==> src/rtl/avg_pkg.sv <==
// Shared types for the averaged-sample crossing detector.
package avg_pkg;

  localparam int DATA_W = 8;
  localparam int TS_W   = 16;

  typedef enum logic [1:0] {
    LOW       = 2'd0,
    RISE_PEND = 2'd1,
    HIGH      = 2'd2,
    FALL_PEND = 2'd3
  } state_t;

  typedef struct packed {
    logic            rising;
    logic [TS_W-1:0] ts;
  } evt_t;

endpackage

==> src/rtl/avg_crossing_detector_if.sv <==
// Sample input and event output bundle of the crossing detector.
// evt_ts_o and TS_W exist only when AVG_EVT_TIMESTAMP_EN is defined.
interface avg_crossing_detector_if #(
  parameter int DATA_W = avg_pkg::DATA_W
`ifdef AVG_EVT_TIMESTAMP_EN
  , parameter int TS_W = avg_pkg::TS_W
`endif
);
  logic signed [DATA_W-1:0] sample_i;
  logic                     sample_valid_i;
  logic signed [DATA_W-1:0] thr_hi_i;
  logic signed [DATA_W-1:0] thr_lo_i;
  logic                     evt_valid_o;
  logic                     evt_ready_i;
  logic                     evt_rising_o;
  logic                     overflow_o;
  logic                     level_o;
`ifdef AVG_EVT_TIMESTAMP_EN
  logic [TS_W-1:0]          evt_ts_o;
`endif

  modport master (
    output sample_i, sample_valid_i, thr_hi_i, thr_lo_i, evt_ready_i,
    input  evt_valid_o, evt_rising_o, overflow_o, level_o
`ifdef AVG_EVT_TIMESTAMP_EN
    , input evt_ts_o
`endif
  );

  modport slave (
    input  sample_i, sample_valid_i, thr_hi_i, thr_lo_i, evt_ready_i,
    output evt_valid_o, evt_rising_o, overflow_o, level_o
`ifdef AVG_EVT_TIMESTAMP_EN
    , output evt_ts_o
`endif
  );

endinterface

==> src/rtl/avg_evt_slot.sv <==
// One-entry valid/ready event register; a push into a full, stalled slot is
// dropped and raises a sticky overflow flag.
module avg_evt_slot #(
  parameter int PAYLOAD_W = 1
) (
  input  logic                 clk,
  input  logic                 rst,
  input  logic                 push,
  input  logic [PAYLOAD_W-1:0] payload,
  input  logic                 ready,
  output logic                 valid,
  output logic [PAYLOAD_W-1:0] data,
  output logic                 overflow
);

  always_ff @(posedge clk) begin
    if (rst) begin
      valid    <= 1'b0;
      data     <= '0;
      overflow <= 1'b0;
    end else if (push) begin
      // A consumer taking the old entry this cycle frees room for the new one.
      if (!valid || ready) begin
        valid <= 1'b1;
        data  <= payload;
      end else begin
        overflow <= 1'b1;
      end
    end else if (valid && ready) begin
      valid <= 1'b0;
    end
  end

endmodule

==> src/rtl/avg_crossing_detector.sv <==
// Debounced hysteresis crossing detector feeding a one-entry event slot.
// Define AVG_EVT_TIMESTAMP_EN to add a sample-index timestamp to each event.
module avg_crossing_detector #(
  parameter int DATA_W      = avg_pkg::DATA_W,
  parameter int HOLD_CYCLES = 4,
  parameter int TS_W        = avg_pkg::TS_W
) (
  input  logic                    system1000,
  input  logic                    system1000_rst,
  avg_crossing_detector_if.slave  io
);
  import avg_pkg::*;

  // state     | meaning
  // LOW       | committed low, waiting for a sample above thr_hi
  // RISE_PEND | counting consecutive above samples toward a rising commit
  // HIGH      | committed high, waiting for a sample below thr_lo
  // FALL_PEND | counting consecutive below samples toward a falling commit

  localparam int CNT_W = $clog2(HOLD_CYCLES + 1);
  localparam logic [CNT_W-1:0] HOLD_CNT = CNT_W'(HOLD_CYCLES);
  localparam logic [CNT_W-1:0] ONE_CNT  = CNT_W'(1);

  if (HOLD_CYCLES < 1 || TS_W < 1) begin : g_param_check
    $error("avg_crossing_detector: HOLD_CYCLES and TS_W must be >= 1");
  end

  state_t           state;
  logic [CNT_W-1:0] cnt;
  logic [CNT_W-1:0] cnt_inc;
  logic             level;
  logic             above;
  logic             below;
  logic             hit_rise;
  logic             hit_fall;

  assign above   = $signed(io.sample_i) > $signed(io.thr_hi_i);
  assign below   = $signed(io.sample_i) < $signed(io.thr_lo_i);
  assign cnt_inc = (cnt == HOLD_CNT) ? cnt : cnt + ONE_CNT;

  always_comb begin
    hit_rise = 1'b0;
    hit_fall = 1'b0;
    if (io.sample_valid_i) begin
      case (state)
        LOW:       hit_rise = above && (HOLD_CYCLES == 1);
        RISE_PEND: hit_rise = above && (cnt_inc == HOLD_CNT);
        HIGH:      hit_fall = below && (HOLD_CYCLES == 1);
        FALL_PEND: hit_fall = below && (cnt_inc == HOLD_CNT);
        default:   ;
      endcase
    end
  end

  always_ff @(posedge system1000) begin
    if (system1000_rst) begin
      state <= LOW;
      cnt   <= '0;
      level <= 1'b0;
    end else if (io.sample_valid_i) begin
      case (state)
        LOW: begin
          if (hit_rise) begin
            state <= HIGH;
            cnt   <= '0;
            level <= 1'b1;
          end else if (above) begin
            state <= RISE_PEND;
            cnt   <= ONE_CNT;
          end
        end
        RISE_PEND: begin
          if (hit_rise) begin
            state <= HIGH;
            cnt   <= '0;
            level <= 1'b1;
          end else if (above) begin
            cnt <= cnt_inc;
          end else begin
            state <= LOW;
            cnt   <= '0;
          end
        end
        HIGH: begin
          if (hit_fall) begin
            state <= LOW;
            cnt   <= '0;
            level <= 1'b0;
          end else if (below) begin
            state <= FALL_PEND;
            cnt   <= ONE_CNT;
          end
        end
        FALL_PEND: begin
          if (hit_fall) begin
            state <= LOW;
            cnt   <= '0;
            level <= 1'b0;
          end else if (below) begin
            cnt <= cnt_inc;
          end else begin
            state <= HIGH;
            cnt   <= '0;
          end
        end
        default: begin
          state <= LOW;
          cnt   <= '0;
          level <= 1'b0;
        end
      endcase
    end
  end

`ifdef AVG_EVT_TIMESTAMP_EN
  localparam int PAYLOAD_W = 1 + TS_W;
  logic [TS_W-1:0] ts_cnt;

  always_ff @(posedge system1000) begin
    if (system1000_rst) ts_cnt <= '0;
    else if (io.sample_valid_i) ts_cnt <= ts_cnt + TS_W'(1);
  end
`else
  localparam int PAYLOAD_W = 1;
`endif

  logic [PAYLOAD_W-1:0] payload;
  logic [PAYLOAD_W-1:0] slot_data;
  logic                 slot_valid;
  logic                 slot_ovf;

`ifdef AVG_EVT_TIMESTAMP_EN
  assign payload = {hit_rise, ts_cnt};
`else
  assign payload = hit_rise;
`endif

  avg_evt_slot #(
    .PAYLOAD_W (PAYLOAD_W)
  ) u_slot (
    .clk      (system1000),
    .rst      (system1000_rst),
    .push     (hit_rise | hit_fall),
    .payload  (payload),
    .ready    (io.evt_ready_i),
    .valid    (slot_valid),
    .data     (slot_data),
    .overflow (slot_ovf)
  );

  assign io.evt_valid_o  = slot_valid;
  assign io.evt_rising_o = slot_data[PAYLOAD_W-1];
  assign io.overflow_o   = slot_ovf;
  assign io.level_o      = level;
`ifdef AVG_EVT_TIMESTAMP_EN
  assign io.evt_ts_o     = slot_data[TS_W-1:0];
`endif

endmodule

==> src/flat_wrapper.sv <==
// flat-port wrapper written by rule: the top's interface ports become plain ports
module avg_crossing_detector_flat import avg_pkg::*;
#(
  parameter int DATA_W      = avg_pkg::DATA_W,
  parameter int HOLD_CYCLES = 4,
  parameter int TS_W        = avg_pkg::TS_W
)
  (system1000, system1000_rst, io_sample_i, io_sample_valid_i, io_thr_hi_i, io_thr_lo_i, io_evt_ready_i, io_evt_valid_o, io_evt_rising_o, io_overflow_o, io_level_o);
  avg_crossing_detector_if #(.DATA_W(DATA_W)) io_i ();
  input  logic system1000;
  input  logic system1000_rst;
  input wire logic [$bits(io_i.sample_i)-1:0] io_sample_i;
  input wire logic [$bits(io_i.sample_valid_i)-1:0] io_sample_valid_i;
  input wire logic [$bits(io_i.thr_hi_i)-1:0] io_thr_hi_i;
  input wire logic [$bits(io_i.thr_lo_i)-1:0] io_thr_lo_i;
  input wire logic [$bits(io_i.evt_ready_i)-1:0] io_evt_ready_i;
  output wire logic [$bits(io_i.evt_valid_o)-1:0] io_evt_valid_o;
  output wire logic [$bits(io_i.evt_rising_o)-1:0] io_evt_rising_o;
  output wire logic [$bits(io_i.overflow_o)-1:0] io_overflow_o;
  output wire logic [$bits(io_i.level_o)-1:0] io_level_o;
  assign io_i.sample_i = io_sample_i;
  assign io_i.sample_valid_i = io_sample_valid_i;
  assign io_i.thr_hi_i = io_thr_hi_i;
  assign io_i.thr_lo_i = io_thr_lo_i;
  assign io_i.evt_ready_i = io_evt_ready_i;
  assign io_evt_valid_o = io_i.evt_valid_o;
  assign io_evt_rising_o = io_i.evt_rising_o;
  assign io_overflow_o = io_i.overflow_o;
  assign io_level_o = io_i.level_o;
  avg_crossing_detector #(.DATA_W(DATA_W), .HOLD_CYCLES(HOLD_CYCLES), .TS_W(TS_W)) u_core (.system1000(system1000), .system1000_rst(system1000_rst), .io(io_i));
endmodule
==> config.mk <==
export PLATFORM = sky130hd
export DESIGN_NAME = avg_crossing_detector_flat
export DESIGN_NICKNAME = d
export VERILOG_FILES = /design/src/rtl/avg_pkg.sv /design/src/rtl/avg_crossing_detector_if.sv /design/src/rtl/avg_evt_slot.sv /design/src/rtl/avg_crossing_detector.sv /design/src/flat_wrapper.sv
export SDC_FILE = /design/constraint.sdc
export NUM_CORES = 1
export LEC_CHECK = 0
export ABC_CLOCK_PERIOD_IN_PS = 2750
export BUFFER_PORTS_ARGS = -buffer_cell sky130_fd_sc_hd__buf_2
export CORE_ASPECT_RATIO = 1.4
export CORE_MARGIN = 8
export CORE_UTILIZATION = 45
export CTS_CLUSTER_DIAMETER = 100
export CTS_CLUSTER_SIZE = 8
export DETAILED_ROUTE_END_ITERATION = 7
export GPL_TIMING_DRIVEN = 0
export PLACE_DENSITY = 0.83
export SLEW_MARGIN = 20
export SYNTH_ARGS = -nofsm -noshare
export SYNTH_HDL_FRONTEND = slang
export SYNTH_SLANG_ARGS = --single-unit
==> constraint.sdc <==
create_clock -name system1000 -period 2.75 [get_ports system1000]
set_input_delay 0 -clock system1000 [delete_from_list [all_inputs] [get_ports system1000]]
set_output_delay 0 -clock system1000 [all_outputs]
set_load 0.02 [all_outputs]
==> results of run 1 <==
-- through the flow --
| step | hold slack, ps | utilization | area [um2] | setup slack [ps] | power (mW) |
|---|---|---|---|---|---|
| 6_report | 63.3 | 0.578 | 1140 | 302 | 0.380 |
| 5_1_grt | 100 | 0.578 | 1140 | 131 | 0.401 |
| 4_1_cts | 71.3 | 0.578 | 1140 | 305 | 0.380 |
| 3_5_place_dp | 348 | 0.564 | 1110 | 324 | 0.273 |
| 3_3_place_gp | 336 | 0.564 | 1110 | 387 | 0.264 |
| 2_1_floorplan | 225 | - | 942 | 509 | 0.232 |
-- power by group --
part	internal, mW	switching (mW)
clock network	0.0563	0.0546
registers	0.135	0.00540
logic	0.0594	0.0697
total	0.251	0.130
-- worst paths after layout --
check | end | slack, ps
worst max-delay path | u_core.u_slot.data$_SDFFE_PP0P_ | 300
worst min-delay path | u_core.u_slot.overflow$_SDFFE_PP0P_ | 60
worst max register to register | u_core.u_slot.data$_SDFFE_PP0P_ | 300
worst min register to register | u_core.u_slot.overflow$_SDFFE_PP0P_ | 450
-- flip-flops by register name, summed over array words and instances, names as in the netlist --
signal and count:
u_core.cnt 3, u_core.state 2, u_core.io.level_o 1, u_core.u_slot.data 1
u_core.u_slot.overflow 1, u_core.u_slot.valid 1
-- routing by layer --
metal  GRT usage  wire (um)  part of all wire  up-vias
met5           0          0                 0        -
met1       0.104        808              0.35      414
li1            -          -                 -      482
met4      0.0632         64             0.028        0
met2       0.228       1180              0.52       38
met3      0.0191        235              0.10        9
-- kinds of logic (layout without fill, tap and decap cells) --
family / Yosys count / in the layout / synth area share
compound gates: 32 / 32 / 0.267
fa+ha+maj: 17 / 17 / 0.226
buf+inv: 27 / 60 / 0.109
flops: 9 / 9 / 0.191
mux: 1 / 1 / 0.0106
simple gates: 31 / 31 / 0.197
-- final cells by class --
type	count	area share
inverters	24	0.0790
repair buffers	29	0.127
well taps	21	0.0231
clock buffers	4	0.0231
multi-input cells	81	0.578
plain buffers	3	0.0110
flip-flops and latches	9	0.158
-- worst max-delay path: stages, from the launching register on --
cell and delay (ps):
dfxtp_1 470, inv_1 100, ha_1 260, or3b_1 410
a311oi_4 360, nand3_2 150, or2_4 280, o31ai_2 210
a21oi_1 80
-- cells in the mapped netlist, types with 2 or more instances --
master     number
nor3_1          2
nor2b_1         3
nor2_1          2
a21o_1          2
ha_1           17
a21oi_1        11
inv_1          24
dfxtp_1         9
o21ai_0         4
nand2b_1        5
a2111oi_0       2
nand2_1         4
nor4_1          2
nand4_1         4
nand3_1         3
-- cells in the final DEF (no fill, tap or decap), types with 2 or more instances in the layout --
cell type / synthesis / routed
a2111oi_0: 2 / 2
a21o_1: 2 / 2
a21oi_1: 11 / 11
buf_2: 0 / 29
clkbuf_1: 1 / 2
clkbuf_4: 0 / 3
dfxtp_1: 9 / 9
ha_1: 17 / 17
inv_1: 24 / 24
nand2_1: 4 / 4
nand2b_1: 5 / 5
nand3_1: 3 / 3
nand4_1: 4 / 4
nor2_1: 2 / 2
nor2b_1: 3 / 3
nor3_1: 2 / 2
nor4_1: 2 / 2
o21ai_0: 4 / 4
==> results.toml, run 1 <==
[min_path]
min_path_cells = 4
worstHoldStart = "io_evt_ready_i"
hp-class = "input port to flop"

[routing]
vias = 943
dr.first_iter.drc_count = 32
ant_nets = 0
viasPerCell = 5.51
drc = 0
dr.pass1.iters = 4
wl_mm = 2.29
route.detailed.wl_per_inst_um = 13.4

[power]
power_density_mw_per_mm2 = 334
p_leak_nw = 0.564
ir_worst_vdd_mv = 0.311

[worst_setup_path]
critPathRequiredTime_ps = 2900
crit_type = "flop to flop"
cp_max_fo = 6
worst_setup_path_end_kind = "flop"
worstPathArrival_ps = 2590
r2r_cells = 8
critPathLaunchType = "flop"
startpoint = "u_core.cnt[0]$_SDFFE_PP0P_"
r2r_start = "u_core.cnt[0]$_SDFFE_PP0P_"

[finish]
multiInputGateArea_um2 = 659
stdcell_count = 171
seq_area_um2 = 180
antenna_cells = 0
syn_to_final_growth_pct = 21.0
drive_gt1_frac = 0.273
fill_cells = 186
nets = 196

[timing]
final_max_slew_viol_count = 0
tns_ps = 0
finalCritPeriodShare = 0.890
maxSlewHeadroom = 0.653
setup_violations = 0
period_minus_slack_ps = 2450
clock-skew-final_ps = 9.45
rsz0062_at_grt = "no"
timing.fmax_ghz = 0.408
worst_slew_pin_slew_ps = 506
timing.final.hold_violations = 0

[clocking]
htreeDepth = 1
holdBufCountCts = 0
clk_latency_ps = 280
cts_made_buffers = 3
cts_sinks = 9
cts_resized = 0
clk_pin_slew_ps = 60
cts-root-buf = "clkbuf_4"
clockBufferDepth = 2
cts_setup_buffers = 0
cts_tree = "done"

[place]
dp_cells = 167
hpwl_mm = 1.99
globalplace.congestion = 0.830
port_buffers = 29

[global_routing]
grt_usage = 0.119
grt_overflow_total = 0
grt_start_max_net_pins = 11
grt_pass1_vias = 957
grt_antenna_before_repair = 0
grt_pass1_wl_mm = 3.64

[yosys]
ys_top_cells_by_area = "ha_1 (23%), dfxtp_1 (19%), inv_1 (9.6%), a21oi_1 (5.8%), nand2b_1 (3.3%)"
synth_fp_nets = 162
syn_area_per_cell_um2 = 8.05
synth_edf_count = 0
synth_top_flop_cell = "dfxtp_1"
ys_warn_count = 0
synth_top_area_frac = 0.226
syn-instance-count = 117
yosys.area.top_type = "ha_1"
yosys_register_bits = 9
synthArstFlopShare = 0
syn_area_um2 = 942
ys_seq_area_frac = 0.191
yosysUniqueCellTypes = 38

[floorplanning]
die_h_um = 70.1
row_count = 19
dieArea_mm2 = 0.00383
die_w_um = 54.7
start_util = 0.477
core_mm2 = 0.00197
ios = 32

[job]
drv_cap = 0

[status]
status = "finished clean"
Note: power is estimated with default switching activity, not from simulation.
==> run 2: changes to the inputs <==
Settings changed: CORE_UTILIZATION 45 to 49, PLACE_DENSITY 0.83 to 0.88.
==> results.toml, run 2 (synthesis gave the netlist of run 1 again) <==
[status]
status = "finished clean"

[routing]
viasPerCell = 5.59
route.detailed.wl_per_inst_um = 13.3
wl_mm = 2.27
drc = 0
vias = 956
dr.pass1.iters = 4
ant_nets = 0
dr.first_iter.drc_count = 12

[worst_setup_path]
critPathMaxStageDelay_ps = 450
critPathTopFamily = "simple AND/OR/NAND/NOR gates"
cp_cell_sequence = "inv_1 -> ha_1 -> or3b_1 -> a311oi_4 -> nand3_2 -> or2_4 -> o31ai_2 -> a21oi_1"
critPathLaunchType = "flop"
worst_setup_path_end_kind = "flop"
crit_buf_inv = 1
worstPathArrival_ps = 2580
crit_type = "flop to flop"
critPathRequiredTime_ps = 2890
crit_slowest_cell = "dfxtp_1"
cp_max_fo = 6
regToRegSetupSlack_ps = 310

[timing]
tns_ps = 0
period_minus_slack_ps = 2440
setup_violations = 0
final_max_slew_viol_count = 0
clock-skew-final_ps = 3.73
timing.final.hold_violations = 0
timing.fmax_ghz = 0.410
finalCritPeriodShare = 0.886
maxSlewHeadroom = 0.631
worst_slew_pin_slew_ps = 540
rsz0062_at_grt = "no"
whs_ps = 91.9

[global_routing]
grt_pass1_wl_mm = 3.59
grt_antenna_before_repair = 0
grt_overflow_total = 0
grt_pass1_vias = 895
grt_start_max_net_pins = 11
grt_usage = 0.128

[finish]
largest_reg_flops = 3
reg_top3 = "u_core.cnt x3, u_core.state x2"
nets = 196
fill_cells = 173
drive_gt1_frac = 0.273
syn_to_final_growth_pct = 21.0
final_common_cell = "buf_2"
antenna_cells = 0
mostFrequentLayoutCells = "buf_2 (29), inv_1 (24), ha_1 (17)"
largest_register = "u_core.cnt"

[clocking]
clk_pin_slew_ps = 60
clk_latency_ps = 270
cts_setup_buffers = 0
cts-root-buf = "clkbuf_4"
cts_made_buffers = 3
holdBufCountCts = 0
clockBufferDepth = 2
cts_sinks = 9
htreeDepth = 1
cts_tree = "done"
cts_resized = 0

[floorplanning]
row_count = 19
ios = 32
die_w_um = 53.1
die_h_um = 67.9
start_util = 0.502
dieArea_mm2 = 0.00360
core_mm2 = 0.00188

[power]
ir_worst_vdd_mv = 0.238
power_density_mw_per_mm2 = 330
p_leak_nw = 0.564

[min_path]
hp-class = "input port to flop"

[job]
drv_cap = 0

[place]
port_buffers = 29
globalplace.congestion = 0.856
hpwl_mm = 1.90
## run 2: final timing paths
| path | from | to | cells after the start |
|---|---|---|---|
| worst max register to register | u_core.cnt[0]$_SDFFE_PP0P_ | u_core.u_slot.data$_SDFFE_PP0P_ | 8 |
| worst min-delay path | system1000_rst | u_core.u_slot.valid$_SDFFE_PP0P_ | 2 |
| worst max-delay path | u_core.cnt[0]$_SDFFE_PP0P_ | u_core.u_slot.data$_SDFFE_PP0P_ | 8 |
| worst min register to register | u_core.u_slot.overflow$_SDFFE_PP0P_ | u_core.u_slot.overflow$_SDFFE_PP0P_ | 2 |
## run 2: through the flow
step	util	power, mW	instances	worst slack, ps	area, um2
final	0.607	0.376	171	314	1140
after global routing	0.607	0.402	171	194	1140
after CTS	0.607	0.381	171	321	1140
after detailed placement	0.593	0.271	167	337	1110
after global placement	0.593	0.264	167	384	1110
after floorplan	-	0.232	117	509	942
## run 2: layout make-up
cell class / instances / area [um2] / area share
multi-input combinational: 81 / 659 / 0.578
buffer: 3 / 12.5 / 0.0110
clock buffer: 4 / 26.3 / 0.0231
tap: 21 / 26.3 / 0.0231
sequential: 9 / 180 / 0.158
inverter: 24 / 90.1 / 0.0790
timing repair buffer: 29 / 145 / 0.127
## run 2: where the power goes
part           switching, mW  leakage (nW)  total, mW  internal (mW)
clock                 0.0506        0.0150      0.107         0.0562
combinational         0.0693         0.476      0.129         0.0594
sequential           0.00532        0.0730      0.140          0.135
total                  0.125         0.564      0.376          0.251
## run 2: metal layers
| metal | up-vias | global-route usage | routed length (um) | part of all wire |
|---|---|---|---|---|
| met2 | 41 | 0.231 | 1110 | 0.49 |
| met5 | - | 0 | 0 | 0 |
| met3 | 6 | 0.0348 | 277 | 0.12 |
| li1 | 482 | - | - | - |
| met4 | 0 | 0.0854 | 65 | 0.029 |
| met1 | 427 | 0.121 | 819 | 0.36 |
==> run 3: changes to the inputs <==
Settings changed: CORE_ASPECT_RATIO 1.4 to 1.75, CORE_UTILIZATION 49 to 39, PLACE_DENSITY 0.88 to 0.75.
==> results.toml, run 3 (synthesis gave the netlist of run 1 again) <==
[clocking]
cts_made_buffers = 3
cts-root-buf = "clkbuf_8"
clockBufferDepth = 2
htreeDepth = 1
clk_latency_ps = 240
cts_resized = 0
cts_sinks = 9
holdBufCountCts = 0
cts_tree = "done"
clk_pin_slew_ps = 50
cts_setup_buffers = 0

[routing]
viasPerCell = 5.45
dr.pass1.iters = 4
ant_nets = 0
dr.first_iter.drc_count = 27
drc = 0
wl_mm = 2.36
route.detailed.wl_per_inst_um = 13.5
vias = 953

[worst_setup_path]
worstPathArrival_ps = 2580
cp_max_fo = 6
crit_type = "flop to flop"
critPathLaunchType = "flop"
critPathRequiredTime_ps = 2850
worst_setup_path_end_kind = "flop"

[finish]
syn_to_final_growth_pct = 23.6
nets = 196
largest_register = "u_core.cnt"
antenna_cells = 0
reg_top3 = "u_core.cnt x3, u_core.state x2"
drive_gt1_frac = 0.280
fill_cells = 242
post-route-util = 0.506
largest_reg_flops = 3
stdcell_count = 175
mostFrequentLayoutCells = "buf_2 (29), inv_1 (24), ha_1 (17)"
final_common_cell = "buf_2"

[global_routing]
grt_overflow_total = 0
grt_pass1_wl_mm = 3.71
grt_usage = 0.110
grt_start_max_net_pins = 11
grt_antenna_before_repair = 0
grt_pass1_vias = 913

[floorplanning]
ios = 32
dieArea_mm2 = 0.00431
start_util = 0.409
die_h_um = 81.0
die_w_um = 53.2
core_mm2 = 0.00230
row_count = 23

[place]
globalplace.congestion = 0.771
port_buffers = 29
hpwl_mm = 2.06
dp_cells = 171

[timing]
finalCritPeriodShare = 0.899
timing.fmax_ghz = 0.405
maxSlewHeadroom = 0.577
setup_violations = 0
period_minus_slack_ps = 2470
rsz0062_at_grt = "no"
worst_slew_pin_slew_ps = 618
clock-skew-final_ps = 3.06
final_max_slew_viol_count = 0
tns_ps = 0
timing.final.hold_violations = 0

[min_path]
hp-class = "input port to flop"

[power]
power_density_mw_per_mm2 = 367
ir_worst_vdd_mv = 0.301
power_mw = 0.427
p_leak_nw = 0.574

[status]
status = "finished clean"

[job]
drv_cap = 0
[run 3: changes by cell type in the layout (fill, tap and decap cells not counted), sizes merged]
cell	change
clkbuf	-1
clkinv	+1
[run 3: per-layer routing]
layer,GRT usage,wire [um],up-vias
met1,0.0957,777,449
met4,0.0533,35,0
met2,0.221,1410,17
met5,0,0,-
li1,-,-,482
met3,0.0201,136,5
[run 3: worst paths after layout]
path	to	depth (start not counted)	slack (ps)	start
worst max-delay path	u_core.u_slot.data$_SDFFE_PP0P_	8	280	u_core.cnt[0]$_SDFFE_PP0P_
worst min-delay path	u_core.u_slot.overflow$_SDFFE_PP0P_	4	120	io_evt_ready_i
worst max register to register	u_core.u_slot.data$_SDFFE_PP0P_	8	280	u_core.cnt[0]$_SDFFE_PP0P_
worst min register to register	u_core.u_slot.overflow$_SDFFE_PP0P_	2	460	u_core.u_slot.overflow$_SDFFE_PP0P_
[run 3: power breakdown]
part	leakage [nW]	switching (mW)	internal, mW
sequential	0.0730	0.00564	0.135
combinational	0.476	0.0697	0.0592
clock	0.0255	0.0579	0.0992
total	0.574	0.133	0.294
[run 3: critical path: stages, from the launching register on]
cell      delay (ps)
dfxtp_1          470
inv_1            100
ha_1             250
or3b_1           410
a311oi_4         370
nand3_2          150
or2_4            280
o31ai_2          210
a21oi_1           90
[run 3: area by class of cell]
type | count | area, um2 | share of cell area
Inverter | 24 | 90.1 | 0.0773
Timing Repair Buffer | 29 | 145 | 0.125
Clock buffer | 3 | 41.3 | 0.0354
Clock inverter | 1 | 5.00 | 0.00430
Sequential cell | 9 | 180 | 0.155
Tap cell | 25 | 31.3 | 0.0269
Multi-Input combinational cell | 81 | 659 | 0.566
Buffer | 3 | 12.5 | 0.0107
[run 3: metrics by stage]
step	setup WS, ps	instance area [um2]	hold WS, ps
5_1_grt	128	1160	158
2_1_floorplan	509	942	225
3_5_place_dp	294	1120	346
6_report	278	1160	117
4_1_cts	263	1160	112
3_3_place_gp	345	1120	334
